==> config.mk <==
export PLATFORM = sky130hd
export DESIGN_NAME = cordic_freq_disc_flat
export DESIGN_NICKNAME = d
export VERILOG_FILES = /design/src/rtl/cordic_freq_disc_pkg.sv /design/src/rtl/cordic_freq_disc_if.sv /design/src/rtl/cordic_ph_wrap.sv /design/src/rtl/cordic_freq_disc.sv /design/src/flat_wrapper.sv
export SDC_FILE = /design/constraint.sdc
export NUM_CORES = 1
export LEC_CHECK = 0
export CAP_MARGIN = 20
export CORE_ASPECT_RATIO = 1.4
export CORE_UTILIZATION = 45
export DETAILED_ROUTE_END_ITERATION = 7
export PLACE_DENSITY = 0.7
export SLEW_MARGIN = 10
export SYNTH_ARGS = -nofsm -noshare
export SYNTH_HDL_FRONTEND = slang
export SYNTH_HIERARCHICAL = 1
export SYNTH_SLANG_ARGS = --single-unit
==> constraint.sdc <==
create_clock -name clk -period 5.53 [get_ports clk]
set_clock_uncertainty 0.2 [all_clocks]
set_input_delay 0.8295 -clock clk [delete_from_list [all_inputs] [get_ports clk]]
set_output_delay 0.8295 -clock clk [all_outputs]
set_load 0.01 [all_outputs]
==> src/rtl/cordic_freq_disc_pkg.sv <==
// cordic_freq_disc_pkg: shared state type and phase constants for the CORDIC frequency discriminator
package cordic_fd_pkg;
  typedef enum logic {S_EMPTY, S_RUN} state_t;
  function automatic logic signed [31:0] pi_c(input int xy_wdt);
    return 32'sd1 <<< xy_wdt;
  endfunction
  function automatic logic signed [31:0] two_pi_c(input int xy_wdt);
    return 32'sd2 <<< xy_wdt;
  endfunction
endpackage

==> src/rtl/cordic_freq_disc_if.sv <==
// cordic_freq_disc_if: CORDIC result capture inputs and discriminator outputs
interface cordic_freq_disc_if #(parameter int XY_WDT = 16);
  logic st_in, rdy_in;
  logic [XY_WDT-1:0] mag, thr;
  logic signed [XY_WDT+1:0] ph, dph, freq;
  logic dph_vld, freq_vld, sq;
  modport master(output st_in, rdy_in, mag, ph, thr, input dph, dph_vld, freq, freq_vld, sq);
  modport slave(input st_in, rdy_in, mag, ph, thr, output dph, dph_vld, freq, freq_vld, sq);
endinterface

==> src/rtl/cordic_ph_wrap.sv <==
// cordic_ph_wrap: phase difference ph - ph_prev wrapped into (-pi, pi]
module cordic_ph_wrap import cordic_fd_pkg::*; #(
  parameter int XY_WDT = 16
) (
  input  logic signed [XY_WDT+1:0] ph,
  input  logic signed [XY_WDT+1:0] ph_prev,
  output logic signed [XY_WDT+1:0] dph
);
  localparam int PW = XY_WDT + 2;
  localparam logic signed [PW:0] PI = (PW+1)'(pi_c(XY_WDT));
  localparam logic signed [PW:0] TWO_PI = (PW+1)'(two_pi_c(XY_WDT));
  logic signed [PW:0] raw, wrp;
  // one extra bit holds the raw step; a single +/-2pi correction brings it back into range
  always_comb begin
    raw = $signed({ph[PW-1], ph}) - $signed({ph_prev[PW-1], ph_prev});
    wrp = raw > PI ? raw - TWO_PI : raw <= -PI ? raw + TWO_PI : raw;
    dph = wrp[PW-1:0];
  end
endmodule

==> src/rtl/cordic_freq_disc.sv <==
// cordic_freq_disc: FM discriminator with block average over CORDIC phase; squelch enabled by CORDIC_FD_SQUELCH_EN
module cordic_freq_disc import cordic_fd_pkg::*; #(
  parameter int XY_WDT = 16,
  parameter int AVG_LOG2 = 3
) (
  input logic clk,
  input logic reset,
  input logic sclr,
  input logic en,
  cordic_freq_disc_if.slave bus
);
  localparam int PW = XY_WDT + 2;
  localparam int AW = PW + AVG_LOG2;
`ifdef CORDIC_FD_SQUELCH_EN
  localparam bit SQ_EN = 1'b1;
`else
  localparam bit SQ_EN = 1'b0;
`endif
  state_t state_q, state_d;
  logic armed_q, armed_d, rdy_dly_q, rdy_dly_d;
  logic dph_vld_q, dph_vld_d, freq_vld_q, freq_vld_d, sq_q, sq_d;
  logic signed [PW-1:0] ph_prev_q, ph_prev_d, dph_q, dph_d, freq_q, freq_d, dph_w;
  logic signed [AW-1:0] acc_q, acc_d, sum;
  logic [AVG_LOG2-1:0] cnt_q, cnt_d;
  logic new_res, sq_hit;
  cordic_ph_wrap #(.XY_WDT(XY_WDT)) u_wrap (.ph(bus.ph), .ph_prev(ph_prev_q), .dph(dph_w));
  // a rising rdy only counts when a start was seen since the last result
  always_comb begin
    new_res = bus.rdy_in & ~rdy_dly_q & armed_q;
    sq_hit = SQ_EN & new_res & (bus.mag < bus.thr);
    sum = acc_q + AW'(dph_w);
    rdy_dly_d = bus.rdy_in;
    armed_d = bus.st_in | (armed_q & ~new_res);
    state_d = state_q;
    ph_prev_d = ph_prev_q;
    dph_d = dph_q;
    freq_d = freq_q;
    acc_d = acc_q;
    cnt_d = cnt_q;
    dph_vld_d = 1'b0;
    freq_vld_d = 1'b0;
    sq_d = sq_hit;
    if (sq_hit) begin
      state_d = S_EMPTY;
      acc_d = '0;
      cnt_d = '0;
    end else if (new_res) begin
      ph_prev_d = bus.ph;
      state_d = S_RUN;
      if (state_q == S_RUN) begin
        dph_d = dph_w;
        dph_vld_d = 1'b1;
        freq_vld_d = &cnt_q;
        freq_d = freq_vld_d ? PW'(sum >>> AVG_LOG2) : freq_q;
        acc_d = freq_vld_d ? '0 : sum;
        cnt_d = cnt_q + 1'b1;
      end
    end
    if (sclr) begin
      state_d = S_EMPTY;
      armed_d = 1'b0;
      rdy_dly_d = 1'b1;
      ph_prev_d = '0;
      dph_d = '0;
      freq_d = '0;
      acc_d = '0;
      cnt_d = '0;
      dph_vld_d = 1'b0;
      freq_vld_d = 1'b0;
      sq_d = 1'b0;
    end
  end
  // all state advances only on enabled cycles
  always_ff @(posedge clk or posedge reset)
    if (reset) begin
      state_q <= S_EMPTY;
      armed_q <= 1'b0;
      rdy_dly_q <= 1'b1;
      ph_prev_q <= '0;
      dph_q <= '0;
      freq_q <= '0;
      acc_q <= '0;
      cnt_q <= '0;
      dph_vld_q <= 1'b0;
      freq_vld_q <= 1'b0;
      sq_q <= 1'b0;
    end else if (en) begin
      state_q <= state_d;
      armed_q <= armed_d;
      rdy_dly_q <= rdy_dly_d;
      ph_prev_q <= ph_prev_d;
      dph_q <= dph_d;
      freq_q <= freq_d;
      acc_q <= acc_d;
      cnt_q <= cnt_d;
      dph_vld_q <= dph_vld_d;
      freq_vld_q <= freq_vld_d;
      sq_q <= sq_d;
    end
  assign bus.dph = dph_q;
  assign bus.dph_vld = dph_vld_q;
  assign bus.freq = freq_q;
  assign bus.freq_vld = freq_vld_q;
  assign bus.sq = sq_q;
endmodule

==> src/flat_wrapper.sv <==
// flat-port wrapper written by rule: the top's interface ports become plain ports
module cordic_freq_disc_flat import cordic_fd_pkg::*;
#(
  parameter int XY_WDT = 16,
  parameter int AVG_LOG2 = 3
)
  (clk, reset, sclr, en, bus_st_in, bus_rdy_in, bus_mag, bus_ph, bus_thr, bus_dph, bus_dph_vld, bus_freq, bus_freq_vld, bus_sq);
  cordic_freq_disc_if #(.XY_WDT(XY_WDT)) bus_i ();
  input logic clk;
  input logic reset;
  input logic sclr;
  input logic en;
  input wire logic [$bits(bus_i.st_in)-1:0] bus_st_in;
  input wire logic [$bits(bus_i.rdy_in)-1:0] bus_rdy_in;
  input wire logic [$bits(bus_i.mag)-1:0] bus_mag;
  input wire logic [$bits(bus_i.ph)-1:0] bus_ph;
  input wire logic [$bits(bus_i.thr)-1:0] bus_thr;
  output wire logic [$bits(bus_i.dph)-1:0] bus_dph;
  output wire logic [$bits(bus_i.dph_vld)-1:0] bus_dph_vld;
  output wire logic [$bits(bus_i.freq)-1:0] bus_freq;
  output wire logic [$bits(bus_i.freq_vld)-1:0] bus_freq_vld;
  output wire logic [$bits(bus_i.sq)-1:0] bus_sq;
  assign bus_i.st_in = bus_st_in;
  assign bus_i.rdy_in = bus_rdy_in;
  assign bus_i.mag = bus_mag;
  assign bus_i.ph = bus_ph;
  assign bus_i.thr = bus_thr;
  assign bus_dph = bus_i.dph;
  assign bus_dph_vld = bus_i.dph_vld;
  assign bus_freq = bus_i.freq;
  assign bus_freq_vld = bus_i.freq_vld;
  assign bus_sq = bus_i.sq;
  cordic_freq_disc #(.XY_WDT(XY_WDT), .AVG_LOG2(AVG_LOG2)) u_core (.clk(clk), .reset(reset), .sclr(sclr), .en(en), .bus(bus_i));
endmodule
==> results of run 1 <==
[metal layers]
layer  global-route usage, %  vias to the layer above  wire (µm)
met4                    9.83                        0        170
met3                    2.25                       12        357
met5                       0                        -          0
met2                    39.4                       77       6450
met1                    27.0                     2125       5480
li1                        -                     2120          -
[worst max-delay path: stages]
cell	delay (ns)
clkdlybuf4s50_1	0.42
inv_1	0.06
ha_1	0.18
fa_2	0.24
nor2b_4	0.05
o31a_1	0.26
o21a_1	0.19
or3_1	0.37
a2111oi_4	0.36
or4b_4	0.52
nor4b_4	0.28
o31ai_4	0.14
ha_4	0.31
nand2_1	0.08
nor2_1	0.18
a21oi_1	0.12
nor2b_2	0.18
a211oi_4	0.27
mux2i_1	0.22
a21o_1	0.10
[path summary, 6_finish.rpt]
| check | startpoint | endpoint | cells after the start |
|---|---|---|---|
| min in group asynchronous | reset | u_core/ph_prev_q[14] | 2 |
| worst max register to register | u_core/ph_prev_q[0] | u_core/acc_q[20] | 18 |
| worst min-delay path | u_core/bus.freq[0] | u_core/bus.freq[0] | 2 |
| worst min register to register | u_core/bus.freq[0] | u_core/bus.freq[0] | 2 |
| max in group asynchronous | reset | u_core/cnt_q[2] | 3 |
| worst max-delay path | bus_ph[0] | u_core/acc_q[20] | 20 |
[power by group]
group / switching (mW) / internal (mW)
registers: 0.0166 / 0.638
clock network: 0.239 / 0.330
logic: 0.226 / 0.214
total: 0.482 / 1.18
[cell families after synthesis]
kind of cell / count (synthesis) / synth area share [%]
mux: 2 / 0.387
fa+ha+maj: 42 / 10.5
xor+xnor: 28 / 4.74
flops: 83 / 40.2
other cells: 1 / 0.0725
compound gates: 189 / 28.0
simple gates: 111 / 11.0
buf+inv: 67 / 5.13
[what timing repair did]
action                                  in CTS  in global routing
pin swaps                                    0                  1
endpoints found under the setup margin       2                  7
resized for setup                            2                 14
setup buffers                                0                  0
[through the flow]
| step | power (mW) | cells | utilization, % | TNS, ns | hold WS, ns |
|---|---|---|---|---|---|
| 2_1_floorplan | 0.912 | 523 | - | 0 | 0.253 |
| 3_3_place_gp | 1.08 | 746 | 56.2 | -1.19 | 0.262 |
| 3_5_place_dp | 1.09 | 746 | 56.2 | -1.62 | 0.268 |
| 4_1_cts | 1.67 | 762 | 58.8 | 0 | 0.282 |
| 5_1_grt | 1.75 | 762 | 59.6 | -0.00139 | 0.302 |
| 6_report | 1.66 | 762 | 59.6 | 0 | 0.273 |
[final cells by class]
| class | count | area, µm² |
|---|---|---|
| Clock buffer | 13 | 260 |
| Clock inverter | 3 | 22.5 |
| Fill cell | 961 | 4460 |
| Inverter | 42 | 159 |
| Multi-Input combinational cell | 373 | 2920 |
| Sequential cell | 83 | 2080 |
| Tap cell | 141 | 176 |
| Timing Repair Buffer | 107 | 956 |
[cell usage in the layout (no fill, tap or decap), types with 9 or more instances in the layout]
cell type	n
a22o_1	58
o21ai_0	17
clkdlybuf4s50_1	61
a21o_1	11
a21oi_1	26
nand2_1	38
inv_1	41
dfrtp_1	82
xnor2_1	17
clkbuf_16	9
ha_1	38
buf_4	46
o31ai_1	18
xor2_1	10
nor2_1	23
[registers in the layout, indices dropped and copies added (netlist names)]
signal,count
u_core/armed_q,1
u_core/rdy_dly_q,1
u_core/ph_prev_q,18
u_core/acc_q,21
u_core/bus.dph,18
u_core/bus.freq,18
u_core/bus.freq_vld,1
u_core/bus.dph_vld,1
u_core/cnt_q,3
u_core/state_q,1
==> metrics.md, run 1 <==
| Metric | Value |
|---|---|
| NumNets Final | 714 |
| Clk_lat worst skew | roughly 0.34 ns |
| Ys async rst share | 100% |
| Pin count of the biggest net entering global routing | 50 |
| Placed Area | about 0.0062 mm² |
| Height of the die | roughly 130 µm |
| Initial antenna violation count | 0 |
| Worst setup margin | about 0.25 ns |
| Worst setup EP type | flip-flop |
| DRC | 0 |
| Antenna diodes | 0 |
| Count of state elements after synthesis | 83 |
| Top cell type's share of synthesized area | about two fifths |
| Final period util | between 90% and 100% |
| Slew Limit Fails | 0 |
| Leakage | roughly 3 nW |
| Post-synth top area cell | dfrtp_1 |
| Clock slew at reported path FFs | around 0.06 ns |
| EDFF count, synth | 0 |
| First-pass GRT wire length | about 21 mm |
| Critical Path RT | 5.61 ns |
| Worst-margin pin slew | 0.727 ns |
| PD cells | between 200 and 300 mW/mm² |
| Top-level I/O count | 95 |
| Min cycle time layout | 5.28 ns |
| Std cell rows | 45 |
| Core Region | ~0.011 mm² |
| Most used flip-flop cell after synthesis | dfrtp_1 |
| Drt first pass iters | 5 |
| Post-route antenna net violation count | 0 |
| Tightest Hold Check Type | reg -> reg |
| Unique cell type count in the Yosys netlist | a little under 70 |
| Seq/Total Area, Yosys | ~40% |
| WL final | ~12 mm |
| Synthesized area per cell | ~9.9 µm² |
| GR Overflow Total | 0 |
| Finished Cell Area | 0.00657 mm² |
| Wire per inst | 16.4 µm |
| Die area | between 0.01 and 0.015 mm² |
| Via count | approximately 4300 |
| Clock root buffer master | clkbuf_16 |
| Layout cell share with drive strength beyond 1 | around 14% |
| Final Setup Violations | 0 |
| Clk sink count | just over 80 |
| VDD IR max | between 0.15 and 0.2 mV |
| Most frequent cells after synthesis | dfrtp_1 (82), a22o_1 (58), inv_1 (42) |
| R2R Setup Slk | 0.87 ns |
| Final HPWL DP | slightly above 9 mm |
| PortBufs | 61 |
| Final hold vios | 0 |
| Status | finished clean |
| Cts-stage hold buffer count | 0 |
| Most common cell in the netlist | dfrtp_1 |
| WS Path Type | in -> reg |
| Die width | roughly 93 µm |
| Arr. time, crit path | between 5 and 6 ns |
| Layout area overhead | 27.1% |
| Worst slack, placed | -0.421 ns |
| Final GP Congestion | roughly 0.91 |
| Clock tree buffer depth | 2 |
| Syn_nets | 621 |
| Initial cell density of the core | a little under half |
| CP Max Fanout | 5 |
| Max frequency | 0.189 GHz |
| Post-Syn Area | 0.00517 mm² |
| Number of DRC markers in iteration 0 | about 260 |
| H-tree depth | 3 |
| Avg Vias per Cell | around 5.7 |
| Vias in the first global route | around 4300 |
| CTS Buf Count | 9 |
| CTS tree | done |
| CP Launch Type | input port |
| Slew margin rel. | about half |
| Number of synthesis warnings | 6 |
| Largest cells by area after synthesis | dfrtp_1 (40%), a22o_1 (9.8%), ha_1 (9.7%), inv_1 (3.0%), xnor2_1 (3.0%) |
| Mapped Cells | 523 |
| Number of max-cap violations | 0 |
| Tot GR Track Use | between 20% and 30% |
Power figures use the tool's default switching activity.
==> run 2, diff against run 1 <==
--- a/config.mk
+++ b/config.mk
@@ -10,6 +10,7 @@
 export CORE_UTILIZATION = 45
 export DETAILED_ROUTE_END_ITERATION = 7
 export PLACE_DENSITY = 0.7
+export SKIP_LAST_GASP = 1
 export SLEW_MARGIN = 10
 export SYNTH_ARGS = -nofsm -noshare
 export SYNTH_HDL_FRONTEND = slang
==> results of run 2 <==
Same layout as run 1: the final DEF is identical, and so are final timing and power.
==> run 3, diff against run 2 <==
--- a/config.mk
+++ b/config.mk
@@ -9,7 +9,7 @@
 export CORE_ASPECT_RATIO = 1.4
 export CORE_UTILIZATION = 45
 export DETAILED_ROUTE_END_ITERATION = 7
-export PLACE_DENSITY = 0.7
+export PLACE_DENSITY = 0.8
 export SKIP_LAST_GASP = 1
 export SLEW_MARGIN = 10
 export SYNTH_ARGS = -nofsm -noshare
==> metrics.md, run 3 (synthesis results as in run 1) <==
| Metric | Value |
|---|---|
| Status | finished clean |
| Leakage | about 3.0 nW |
| Grt met3 use | 3.90% |
| Worst setup margin | 0.180 ns |
| Slew margin rel. | between 40% and 50% |
| Clock slew at reported path FFs | 0.07 ns |
| Arr. time, crit path | ~5.4 ns |
| Min cycle time layout | approximately 5.3 ns |
| PortBufs | 61 |
| Grt peak-use layer | met2 |
| Tot GR Track Use | 22.0% |
| GR met2 Demand/Resource | around two fifths |
| Number of DRC markers in iteration 0 | about 270 |
| Unrepaired setup endpoints after global routing | false |
| PD cells | approximately 250 mW/mm² |
| Std cell rows | 45 |
| Antenna diodes | 0 |
| Vias in the first global route | ~4500 |
| FF-to-FF path depth | 18 |
| First-pass GRT wire length | just over 20 mm |
| Final period util | between 90% and 100% |
| Most flops, register | u_core/acc_q |
| VDD IR max | 0.159 mV |
| WS Path Type | in -> reg |
| Top-level I/O count | 95 |
| Finished Cell Area | approximately 0.0066 mm² |
| Clock root buffer master | clkbuf_16 |
| Max frequency | 0.187 GHz |
| Final hold vios | 0 |
| WHS Path Cells | 2 |
| Number of max-cap violations | 0 |
| Via count | 4417 |
| Die area | about 0.012 mm² |
| Combined area of the multi-input logic cells | roughly 0.0029 mm² |
| FF+latch area | between 0.002 and 0.0025 mm² |
| Initial cell density of the core | a little under half |
| Core Region | 0.0110 mm² |
| Initial antenna violation count | 0 |
| CTS tree | done |
| Max reg flops | 21 |
| Height of the die | 129 µm |
| Worst slack, placed | -0.561 ns |
| CP Max Fanout | 6 |
| Pin count of the biggest net entering global routing | 53 |
| Avg Vias per Cell | about 5.8 |
| H-tree depth | 3 |
| Final HPWL DP | around 9 mm |
| CP Launch Type | input port |
| Worst setup EP type | flip-flop |
| Post-route antenna net violation count | 0 |
| Fill cell count | just over 900 |
| Worst-margin pin slew | between 0.8 and 0.9 ns |
| Met1 GRT Util | approximately 27% |
| WL final | between 10 and 15 mm |
| Cts-stage hold buffer count | 0 |
| Wire per inst | about 16 µm |
| Most frequent standard cell in the layout excluding fill and tap cells | dfrtp_1 |
| NumNets Final | roughly 700 |
| Tightest Hold Check Type | reg -> reg |
| TNS Setup | 0 ns |
| CTS Buf Count | 9 |
| Final Setup Violations | 0 |
| Util after Layout | between 60% and 70% |
| Commonest non-fill, non-tap cells in the layout | dfrtp_1 (82), clkdlybuf4s50_1 (60), a22o_1 (58), buf_4 (50), inv_1 (41) |
| Final GP Congestion | just under 0.9 |
| Layout area overhead | 28.2% |
| Clk_lat worst skew | ~0.34 ns |
| Clock tree buffer depth | 2 |
| Clk sink count | between 80 and 90 |
| Slew Limit Fails | 0 |
| R2R Setup Slk | approximately 0.70 ns |
| Critical Path RT | between 5 and 6 ns |
| Layout cell share with drive strength beyond 1 | about 16% |
| Drt first pass iters | 4 |
| Placed Area | 0.00620 mm² |
| Die width | around 90 µm |
| DRC | 0 |
| GR Overflow Total | 0 |
[run 3: metal layers]
layer	vias up	routed length [µm]	part of all wire, %
li1	2128	-	-
met1	2176	5310	42
met2	99	6570	53
met3	14	429	3.4
met4	0	208	1.7
met5	-	0	0
[run 3: final timing paths]
| check | startpoint | to |
|---|---|---|
| max | bus_ph[2] | u_core/bus.freq[17] |
| min | u_core/bus.dph[1] | u_core/bus.dph[1] |
| max reg2reg | u_core/ph_prev_q[0] | u_core/bus.freq[17] |
| min reg2reg | u_core/bus.dph[1] | u_core/bus.dph[1] |
| max in group asynchronous | reset | u_core/ph_prev_q[11] |
| min in group asynchronous | reset | u_core/bus.dph[17] |
[run 3: through the flow]
step	total power [mW]	hold slack [ns]	std cells
floorplan	0.912	0.253	523
global placement	1.07	0.264	746
detailed placement	1.09	0.270	746
CTS	1.66	0.285	762
global route	1.76	0.323	766
finish	1.67	0.278	766
[run 3: cell type report]
class	instances	share of cell area [%]
Tap cell	141	2.66
Timing Repair Buffer	111	14.9
Inverter	42	2.40
Multi-Input combinational cell	373	44.4
Clock buffer	11	3.66
Clock inverter	5	0.585
Sequential cell	83	31.4
[run 3: worst max-delay path, stage by stage]
cell             delay, ns
clkdlybuf4s50_1       0.43
ha_1                  0.32
nor2b_4               0.13
o31a_1                0.34
o21a_1                0.20
or3_4                 0.35
a2111oi_4             0.32
or4b_4                0.52
nor4b_4               0.32
o31ai_4               0.18
ha_4                  0.33
nand2_2               0.07
nor2_2                0.12
buf_4                 0.12
o211ai_1              0.13
a211oi_4              0.35
xnor2_1               0.13
o31ai_2               0.21
[run 3: repair_timing]
| item | in CTS | in global routing |
|---|---|---|
| resized for setup | 2 | 22 |
| endpoints found under the setup margin | 4 | 5 |
| setup buffers | 0 | 4 |
| pin swaps | 0 | 12 |
[run 3: power breakdown]
group          switching [mW]  leakage, nW  internal, mW  total (mW)
registers              0.0172         1.14         0.638       0.655
logic                   0.232         1.74         0.218       0.450
clock network           0.247        0.124         0.318       0.565
total                   0.496         3.00          1.17        1.67
